--- config.mk ---
export PLATFORM = sky130hd
export DESIGN_NAME = spy_path_meas_ctrl
export DESIGN_NICKNAME = d
export VERILOG_FILES = /design/src/rtl/spy_meas_pkg.sv /design/src/rtl/spy_sat_counter.sv /design/src/rtl/spy_path_meas_ctrl.sv
export SDC_FILE = /design/constraint.sdc
export NUM_CORES = 1
export LEC_CHECK = 0
export ABC_AREA = 1
export CELL_PAD_IN_SITES_DETAIL_PLACEMENT = 0
export CELL_PAD_IN_SITES_GLOBAL_PLACEMENT = 1
export CORE_MARGIN = 5
export CORE_UTILIZATION = 42
export CTS_CLUSTER_SIZE = 25
export DETAILED_ROUTE_END_ITERATION = 8
export GPL_ROUTABILITY_DRIVEN = 0
export PLACE_DENSITY_LB_ADDON = 0.12
export SETUP_SLACK_MARGIN = 0.15
export SYNTH_ARGS = -nofsm -noshare
export SYNTH_HDL_FRONTEND = slang
export SYNTH_SLANG_ARGS = --single-unit
--- constraint.sdc ---
create_clock -name clk -period 3.63 [get_ports clk]
set_input_delay 0.726 -clock clk [delete_from_list [all_inputs] [get_ports clk]]
set_output_delay 0.726 -clock clk [all_outputs]
set_load 0.01 [all_outputs]
--- src/rtl/spy_meas_pkg.sv ---
// Shared types and helpers for the spy delay-path measurement controller.
package spy_meas_pkg;

    localparam int unsigned SPY_DLY_W   = 8;
    localparam int unsigned SPY_TRIAL_W = 16;

    typedef enum logic [2:0] {
        StIdle,
        StLaunch,
        StWait,
        StCheck,
        StSettle,
        StDone
    } meas_state_e;

    // Widths up to 32 bits; callers zero-extend and truncate around the call.
    function automatic logic [31:0] sat_inc(input logic [31:0] val, input logic [31:0] max);
        return (val >= max) ? max : val + 32'd1;
    endfunction

endpackage

--- src/rtl/spy_sat_counter.sv ---
// Saturating up-counter with synchronous clear, used for the pass and fail tallies.
module spy_sat_counter
    import spy_meas_pkg::*;
#(
    parameter int unsigned TRIAL_W = SPY_TRIAL_W
) (
    input  logic               clk,
    input  logic               rst,
    input  logic               clear_i,
    input  logic               inc_i,
    output logic [TRIAL_W-1:0] count_o
);

    localparam logic [TRIAL_W-1:0] CntMax = '1;

    logic [TRIAL_W-1:0] count_d, count_q;

    always_comb begin
        count_d = count_q;
        if (clear_i) begin
            count_d = '0;
        end else if (inc_i) begin
            count_d = TRIAL_W'(sat_inc(32'(count_q), 32'(CntMax)));
        end
    end

    always_ff @(posedge clk or posedge rst) begin
        if (rst) begin
            count_q <= '0;
        end else begin
            count_q <= count_d;
        end
    end

    assign count_o = count_q;

endmodule

--- src/rtl/spy_path_meas_ctrl.sv ---
// Launch/capture sequencer for one spy delay path with pass/fail tallies.
// Define SPY_FIRST_FAIL_EN to add first_fail_idx/first_fail_vld reporting.
module spy_path_meas_ctrl
    import spy_meas_pkg::*;
#(
    parameter int unsigned DLY_W     = SPY_DLY_W,
    parameter int unsigned TRIAL_W   = SPY_TRIAL_W,
    parameter int unsigned SETTLE    = 4,
    parameter bit          INVERTING = 1'b0
) (
    input  logic               clk,
    input  logic               rst,
    input  logic               start,
    input  logic               abort,
    input  logic [DLY_W-1:0]   sample_delay,
    input  logic [TRIAL_W-1:0] num_trials,
    output logic               path_launch,
    input  logic               path_capture,
    output logic               busy,
    output logic               done,
    output logic               aborted,
    output logic [TRIAL_W-1:0] pass_cnt,
    output logic [TRIAL_W-1:0] fail_cnt
`ifdef SPY_FIRST_FAIL_EN
    ,
    output logic [TRIAL_W-1:0] first_fail_idx,
    output logic               first_fail_vld
`endif
);

    // Settle count reaches D + SETTLE - 1 with D up to 2**DLY_W - 1.
    localparam int unsigned SetMax = (1 << DLY_W) + SETTLE - 2;
    localparam int unsigned SetW   = (SetMax < 2) ? 1 : $clog2(SetMax + 1);

    meas_state_e        state_d, state_q;
    logic               launch_d, launch_q;
    logic               busy_d, busy_q;
    logic               done_d, done_q;
    logic               aborted_d, aborted_q;
    logic               cap_d, cap_q;
    logic [DLY_W-1:0]   delay_d, delay_q;
    logic [DLY_W-1:0]   dly_cnt_d, dly_cnt_q;
    logic [SetW-1:0]    settle_cnt_d, settle_cnt_q;
    logic [TRIAL_W-1:0] trials_d, trials_q;
    logic [TRIAL_W-1:0] trial_idx_d, trial_idx_q;

    logic start_acc;
    logic check_now;
    logic match;

    assign start_acc = (state_q == StIdle) && start;
    assign check_now = (state_q == StCheck);
    assign match     = (cap_q == (launch_q ^ INVERTING));

    always_comb begin
        state_d      = state_q;
        launch_d     = launch_q;
        busy_d       = busy_q;
        done_d       = 1'b0;
        aborted_d    = aborted_q;
        delay_d      = delay_q;
        dly_cnt_d    = dly_cnt_q;
        settle_cnt_d = settle_cnt_q;
        trials_d     = trials_q;
        trial_idx_d  = trial_idx_q;
        cap_d        = cap_q;

        unique case (state_q)
            StIdle: begin
                if (start) begin
                    delay_d     = (sample_delay == '0) ? DLY_W'(1) : sample_delay;
                    trials_d    = num_trials;
                    trial_idx_d = '0;
                    busy_d      = 1'b1;
                    aborted_d   = 1'b0;
                    state_d     = (num_trials == '0) ? StDone : StLaunch;
                end
            end
            StLaunch: begin
                launch_d  = ~launch_q;
                dly_cnt_d = delay_q - DLY_W'(1);
                state_d   = StWait;
            end
            StWait: begin
                if (dly_cnt_q == '0) begin
                    cap_d   = path_capture;
                    state_d = StCheck;
                end else begin
                    dly_cnt_d = dly_cnt_q - DLY_W'(1);
                end
            end
            StCheck: begin
                trial_idx_d  = trial_idx_q + TRIAL_W'(1);
                settle_cnt_d = SetW'(delay_q) + SetW'(SETTLE) - SetW'(1);
                state_d      = StSettle;
            end
            StSettle: begin
                if (settle_cnt_q == '0) begin
                    state_d = (trial_idx_q < trials_q) ? StLaunch : StDone;
                end else begin
                    settle_cnt_d = settle_cnt_q - SetW'(1);
                end
            end
            StDone: begin
                done_d  = 1'b1;
                busy_d  = 1'b0;
                state_d = StIdle;
            end
            default: state_d = StIdle;
        endcase

        // Abort overrides everything except the tally of a CHECK in the same cycle.
        if (abort && (state_q != StIdle)) begin
            state_d   = StIdle;
            launch_d  = launch_q;
            busy_d    = 1'b0;
            done_d    = 1'b0;
            aborted_d = 1'b1;
        end
    end

    always_ff @(posedge clk or posedge rst) begin
        if (rst) begin
            state_q      <= StIdle;
            launch_q     <= 1'b0;
            busy_q       <= 1'b0;
            done_q       <= 1'b0;
            aborted_q    <= 1'b0;
            cap_q        <= 1'b0;
            delay_q      <= '0;
            dly_cnt_q    <= '0;
            settle_cnt_q <= '0;
            trials_q     <= '0;
            trial_idx_q  <= '0;
        end else begin
            state_q      <= state_d;
            launch_q     <= launch_d;
            busy_q       <= busy_d;
            done_q       <= done_d;
            aborted_q    <= aborted_d;
            cap_q        <= cap_d;
            delay_q      <= delay_d;
            dly_cnt_q    <= dly_cnt_d;
            settle_cnt_q <= settle_cnt_d;
            trials_q     <= trials_d;
            trial_idx_q  <= trial_idx_d;
        end
    end

    spy_sat_counter #(.TRIAL_W(TRIAL_W)) u_pass_cnt (
        .clk     (clk),
        .rst     (rst),
        .clear_i (start_acc),
        .inc_i   (check_now && match),
        .count_o (pass_cnt)
    );

    spy_sat_counter #(.TRIAL_W(TRIAL_W)) u_fail_cnt (
        .clk     (clk),
        .rst     (rst),
        .clear_i (start_acc),
        .inc_i   (check_now && !match),
        .count_o (fail_cnt)
    );

`ifdef SPY_FIRST_FAIL_EN
    logic [TRIAL_W-1:0] ff_idx_d, ff_idx_q;
    logic               ff_vld_d, ff_vld_q;

    always_comb begin
        ff_idx_d = ff_idx_q;
        ff_vld_d = ff_vld_q;
        if (start_acc) begin
            ff_idx_d = '0;
            ff_vld_d = 1'b0;
        end else if (check_now && !match && !ff_vld_q) begin
            ff_idx_d = trial_idx_q;
            ff_vld_d = 1'b1;
        end
    end

    always_ff @(posedge clk or posedge rst) begin
        if (rst) begin
            ff_idx_q <= '0;
            ff_vld_q <= 1'b0;
        end else begin
            ff_idx_q <= ff_idx_d;
            ff_vld_q <= ff_vld_d;
        end
    end

    assign first_fail_idx = ff_idx_q;
    assign first_fail_vld = ff_vld_q;
`endif

    assign path_launch = launch_q;
    assign busy        = busy_q;
    assign done        = done_q;
    assign aborted     = aborted_q;

endmodule

* Word-level counts from Yosys, hierarchy flattened
Index checks and enable logic that the tools add are counted.
** Storage, ports and cells
- Register bits after elaboration :: 97
- Bits of input ports :: 29
** Cells by class
- $add $sub $neg :: 8
- $lt $le $gt $ge :: 3
- Equal/unequal tests :: 12
- Mux-type cells :: 28
- Bitwise logic cells :: 2
- Reduce and logical (&&, ||, !) cells :: 28
** Operators by type and width (count)
- 2-to-1 mux 16 bit :: 7
- adder 16 x 1 -> 16 bit (second input constant) :: 3
- >= comparator 16 bit (second input constant) :: 2
- case mux 16 bit (2 select lines) :: 1
- 2-to-1 mux 3 bit :: 6
- case mux 9 bit (2 select lines) :: 1
- subtractor 9 x 1 -> 9 bit (second input constant) :: 2
- zero test 16 bit :: 1
- zero test 8 bit :: 2
- less-than comparator 16 bit :: 1
- 2-to-1 mux 8 bit :: 2
- case mux 8 bit (2 select lines) :: 1
- AND reduction 2 bit :: 8
- subtractor 8 x 1 -> 8 bit (second input constant) :: 2
- case mux 3 bit (5 select lines) :: 1
- nonzero test 2 bit :: 7
- adder 8 x 3 -> 9 bit (second input constant) :: 1
- zero test 9 bit :: 1
- 2-to-1 mux 9 bit :: 1
- 2-to-1 mux 1 bit :: 7
- == test 3 x 2 -> 1 bit (second input constant) :: 2
- == test 3 bit (second input constant) :: 2
- inequality test 2 bit (second input constant) :: 3
- inequality test 3 bit (second input constant) :: 2
- 10 further kinds :: 15

* Logic depth before layout (Yosys ltp)
- Depth after elaboration :: 5
- Depth in mapped cells :: 14
- Gate-level depth less buffers :: 14

* By module
A second synthesis with hierarchy kept.
** Unflattened totals
- Cell total of the unflattened synthesis :: 835
- Area total of the unflattened synthesis :: 6013.3 µm²
** By module, submodules not included
- spy_path_meas_ctrl :: instances 1, cells an instance 517, area each 3853.7 µm², sequential area each 1626.6 µm²
- spy_sat_counter :: instances 2, cells an instance 159, area each 1079.8 µm², sequential area each 400.4 µm²

* Worst setup path before layout
Ideal clock, no wire load.
- Path type :: flip-flop to flip-flop
- From :: reg state_q[2]
- To :: reg dly_cnt_q[6]
- Arrival :: 1.516 ns
- Required time :: 3.513 ns
- Path slack :: 1.998 ns
- Cell stages (with the launch flop) :: 11
- Buffers on the path :: 0
- Period minus slack after synthesis :: 1.632 ns
- Path through :: dfrtp_1 nor2_2 nand2_4 o21ai_1 ha_1 nand2_2 nor2_4 nand2_2 xor2_1 nand2_1 nand2_1
** Between the ends
- Word-level cells in the longest chain between the ends :: 3
** RTL lines
- from (decl) :: line spy_path_meas_ctrl.sv:35 : meas_state_e state_d, state_q;
- from (signal assigned) :: line spy_path_meas_ctrl.sv:124 : state_q <= StIdle;
- from (signal assigned) :: line spy_path_meas_ctrl.sv:136 : state_q <= state_d;
- == test 3 x 2 -> 1 bit or == test 3 x 1 -> 1 bit (tied branches) :: line spy_path_meas_ctrl.sv:68 : unique case (state_q)
- inequality test 2 bit (no source line) or nonzero test 2 bit (tied branches)
- AND reduction 2 bit (no source line)
- to (signal assigned) :: line spy_path_meas_ctrl.sv:143 : dly_cnt_q <= dly_cnt_d;
- to (decl) :: line spy_path_meas_ctrl.sv:42 : logic [DLY_W-1:0] dly_cnt_d, dly_cnt_q;
Several ways; a longest one is shown, not always the timed one.
A chain may end at the register's enable or synchronous reset.

* Worst setup path after layout
- From :: reg state_q[0]
- To :: reg settle_cnt_q[2]
** Between the ends
- Word-level cells in the longest chain between the ends :: 3
** RTL lines
- == test 3 bit or == test 3 x 2 -> 1 bit (tied branches) :: line spy_path_meas_ctrl.sv:68
- inequality test 2 bit (no source line) or nonzero test 2 bit (tied branches)
- AND reduction 2 bit (no source line)
- to (signal assigned) :: line spy_path_meas_ctrl.sv:144 : settle_cnt_q <= settle_cnt_d;
- to (decl) :: line spy_path_meas_ctrl.sv:43 : logic [SetW-1:0] settle_cnt_d, settle_cnt_q;
Several ways; a longest one is shown, not always the timed one.

==> results.yml <==
placement:
  dp_hpwl_um: 9840
  dpl_worst_slack_ns: 0.986
  io_buffers: 64
  dp.cells: 970
layout:
  stdcell_count: 986
  fin_nets: 855
  num_antenna_cells: 0
  ff_latch_area_um2: 2430
  syn_to_final_growth_pct: 19.5
  fillerInstances: 1295
  drive_above_1_share_pct: 7.16
  fin_util_pct: 51.5
  multiInputGateArea_um2: 2760
detailed_routing:
  avgRoutedWirePerCell_um: 13.4
  drt-total-wl_um: 13200
  drc: 0
  vias: 4944
  first_iter_violations: 307
  drt-pass1-iter-count: 6
  ant_nets: 0
  avgViaCountPerCell: 5.01
global_route:
  grt_start_max_net_pins: 46
  grtUsageTotal_pct: 17.1
  grt_pass1_wl_um: 22800
  grt_overflow: 0
  antenna_found_initial: 0
  grt_pass1_vias: 4898
cts:
  cts_buffers: 9
  h-tree-depth: 3
  clk_path_buf_depth: 2
  cts_root_buf: "clkbuf_16"
  clk_pin_slew_ns: 0.07
  cts_hold_buf: 0
  cts_tree: "yes"
  worst_skew_pair.late_latency_ns: 0.35
  ctsResizeCount: 0
  post_cts_buffers: 0
  cts_num_sinks: 97
die:
  coreArea_um2: 13300
  die_x_um: 127
  initial_core_util_pct: 43.1
  die_h_um: 127
  die-area_um2: 16100
  boundaryPins: 65
  num_rows: 42
hold_path:
  holdCritPathClass: "flop to flop"
  hold_path_end: "trial_idx_q[15]$_DFFE_PP0P_"
  worstHoldStart: "trial_idx_q[15]$_DFFE_PP0P_"
  whs_path_depth: 1
critical_path:
  path_class: "flop to flop"
  arrival_ns: 2.54
  cp_common_cell: "o21ai_0"
  ff2ff_path_depth: 8
  crit_slowest_cell: "nor2_1"
  worstPathRequired_ns: 3.86
  reg2reg_slack_ns: 1.32
  path_max_fanout: 12
  rr_startpoint: "state_q[0]$_DFFE_PP0P_"
  regToRegEndpoint: "settle_cnt_q[2]$_DFFE_PP0P_"
  cpPeakStageDelay_ns: 0.62
  critical_path.endpoint_type: "flop"
  worstSetupStartpointType: "flop"
  path_cells: "inv_1, nand2_2, nor2_1, clkinv_1, nand3_1, o21ai_0, nand2_1, o21ai_0"
power_and_ir_drop:
  cellPowerDensity_nw_per_um2: 647
  power.share.combinational_pct: 41.0
  switching_power_mw: 1.82
  seqPwrFrac_pct: 37.1
  power.internal_mw: 2.60
  vdd_ir_drop_max_mv: 0.265
  p_sw_share_pct: 41.2
  p_leak_nw: 3.25
  p_clk_share_pct: 21.9
run:
  maxCapViolCount: 0
timing:
  fin_crit_ns: 2.31
  max_slew.worst_pin.slew_ns: 0.987
  fmax_ghz: 0.433
  report.final.slew_viol_count: 0
  hold_viol_final: 0
  grt_setup_unrepaired: "false"
  slew_headroom_pct: 33.9
  tns_ns: 0
  finClkSkew_ns: 0.00570
  setup_slack_ns: 1.32
  finalCritPeriodShare_pct: 63.7
  setup_violations: 0
yosys:
  yosys_most_used_dff: "dfrtp_1"
  synth-edff-count: 0
  seq_area_frac_synth_pct: 42.4
  synth_fp_nets: 789
  synth_seq_cells: 97
  yosysWarnings: 0
  synthCells: 739
  syn_area_um2: 5730
  avgSynthCellArea_um2: 7.75
  synthArstFlopShare_pct: 100
  synth_cell_types: 47
status:
  outcome: "complete, no violations"
==> flip-flops by register name, summed over array words and instances, names as in the netlist, 3 cells and up <==
register,cells
delay_q,8
u_pass_cnt.count_o,16
state_q,3
settle_cnt_q,9
u_fail_cnt.count_o,16
trials_q,16
dly_cnt_q,8
trial_idx_q,16
==> power by group through the flow <==
stage	clock network (mW)	registers (mW)	logic (mW)
2_1_floorplan	0	1.63	1.36
4_1_cts	1.01	1.64	1.84
3_3_place_gp	0	1.65	1.80
5_1_grt	1.05	1.69	2.10
3_5_place_dp	0	1.66	1.83
6_report	0.971	1.64	1.81
==> cell type report <==
type                       count  share of cell area (%)
clock inverter                 6                   0.987
sequential                    97                    35.5
timing repair buffer          68                    9.80
inverter                     122                    6.75
tap                          176                    3.22
multi-input combinational    507                    40.3
clock buffer                  10                    3.49
==> metal layers <==
| metal | GRT usage (%) | routed length, um | up-vias |
|---|---|---|---|
| met2 | 28.6 | 6120 | 86 |
| met5 | 0 | 0 | - |
| met4 | 5.74 | 218 | 0 |
| li1 | - | - | 2541 |
| met1 | 22.8 | 6420 | 2302 |
| met3 | 2.48 | 446 | 15 |
==> metrics by stage <==
stage | hold slack (ns) | power [mW] | instance area [um^2]
final | 0.476 | 4.43 | 6840
after global routing | 0.503 | 4.83 | 6840
after CTS | 0.477 | 4.50 | 6840
after detailed placement | 0.469 | 3.49 | 6540
after global placement | 0.463 | 3.46 | 6540
after floorplan | 0.444 | 2.99 | 5730
==> cells in the final DEF (no fill, tap or decap), types with 2 or more instances in the layout <==
master | synthesis | routed
xnor2_1 | 3 | 3
nand2_1 | 153 | 153
nor3_1 | 13 | 13
a31oi_1 | 2 | 2
nor2_1 | 50 | 50
o21ai_0 | 110 | 110
clkinv_2 | 1 | 2
nand4_1 | 11 | 11
xor2_1 | 23 | 23
clkdlybuf4s50_1 | 0 | 64
nand3b_1 | 4 | 4
nand2_2 | 5 | 5
o21ai_2 | 5 | 5
buf_4 | 3 | 4
clkbuf_16 | 0 | 9
nor3_2 | 3 | 3
nand3_1 | 38 | 38
a21oi_1 | 25 | 25
dfrtp_1 | 97 | 97
and2_1 | 2 | 2
nor4_1 | 5 | 5
inv_1 | 114 | 113
inv_2 | 6 | 6
o21ai_1 | 4 | 4
ha_1 | 21 | 21
a22oi_1 | 2 | 2
clkinv_4 | 0 | 2
nand2_4 | 5 | 5
nor2_2 | 4 | 4
o211ai_1 | 3 | 3
clkinvlp_4 | 0 | 2
nand3_4 | 2 | 2
==> cells in the mapped netlist, types with 2 or more instances <==
library cell,instances,area (um^2)
a31oi_1,2,12.5
nor4_1,5,31.3
nand4_1,11,68.8
o21ai_1,4,20.0
and2_1,2,12.5
nand3_1,38,190
a21oi_1,25,125
xnor2_1,3,26.3
buf_6,2,22.5
nand3_4,2,35.0
dfrtp_1,97,2430
buf_4,3,22.5
a22oi_1,2,15.0
o211ai_1,3,22.5
nor2_1,50,188
o21ai_2,5,43.8
nand2_1,153,574
nor3_1,13,65.1
nand2_4,5,56.3
clkbuf_2,2,10.0
o21ai_0,110,551
ha_1,21,263
inv_2,6,22.5
nor2_2,4,25.0
xor2_1,23,201
nor3_2,3,30.0
nand2_2,5,31.3
nand3b_1,4,30.0
buf_2,5,25.0
inv_1,114,428
==> logic make-up (layout without fill, tap and decap cells) <==
logic type	after synthesis	after routing	synth area share [%]
DFF	97	97	42.4
buffers and inverters	135	206	9.48
muxes	1	1	0.197
AOI/OAI and AO/OA	159	159	15.1
adders and majority gates	21	21	4.59
xor gates and xnor gates	26	26	3.98
and+or+nand+nor	300	300	24.3
==> critical path, delay by kind of cell, from the launching register on <==
kind,cells,cell delay (ns)
and+or+nand+nor,4,0.95
buffers and inverters,2,0.62
DFF,1,0.45
AOI/OAI and AO/OA,2,0.17
==> worst max-delay path by stage <==
stage                                      start                     endpoint  slack (ns)  cells past startpoint
after global routing      state_q[0]$_DFFE_PP0P_   trial_idx_q[9]$_DFFE_PP0P_        1.03                      8
after global placement                     start   trial_idx_q[6]$_DFFE_PP0P_        1.02                      6
after floorplan                              rst          aborted$_DFFE_PP0P_        0.37                      1
after CTS                 state_q[0]$_DFFE_PP0P_   trial_idx_q[9]$_DFFE_PP0P_        1.34                      8
final                     state_q[0]$_DFFE_PP0P_  settle_cnt_q[2]$_DFFE_PP0P_        1.32                      8
after detailed placement                   start   trial_idx_q[9]$_DFFE_PP0P_        0.99                      6
(Power assumes the default switching activity.)
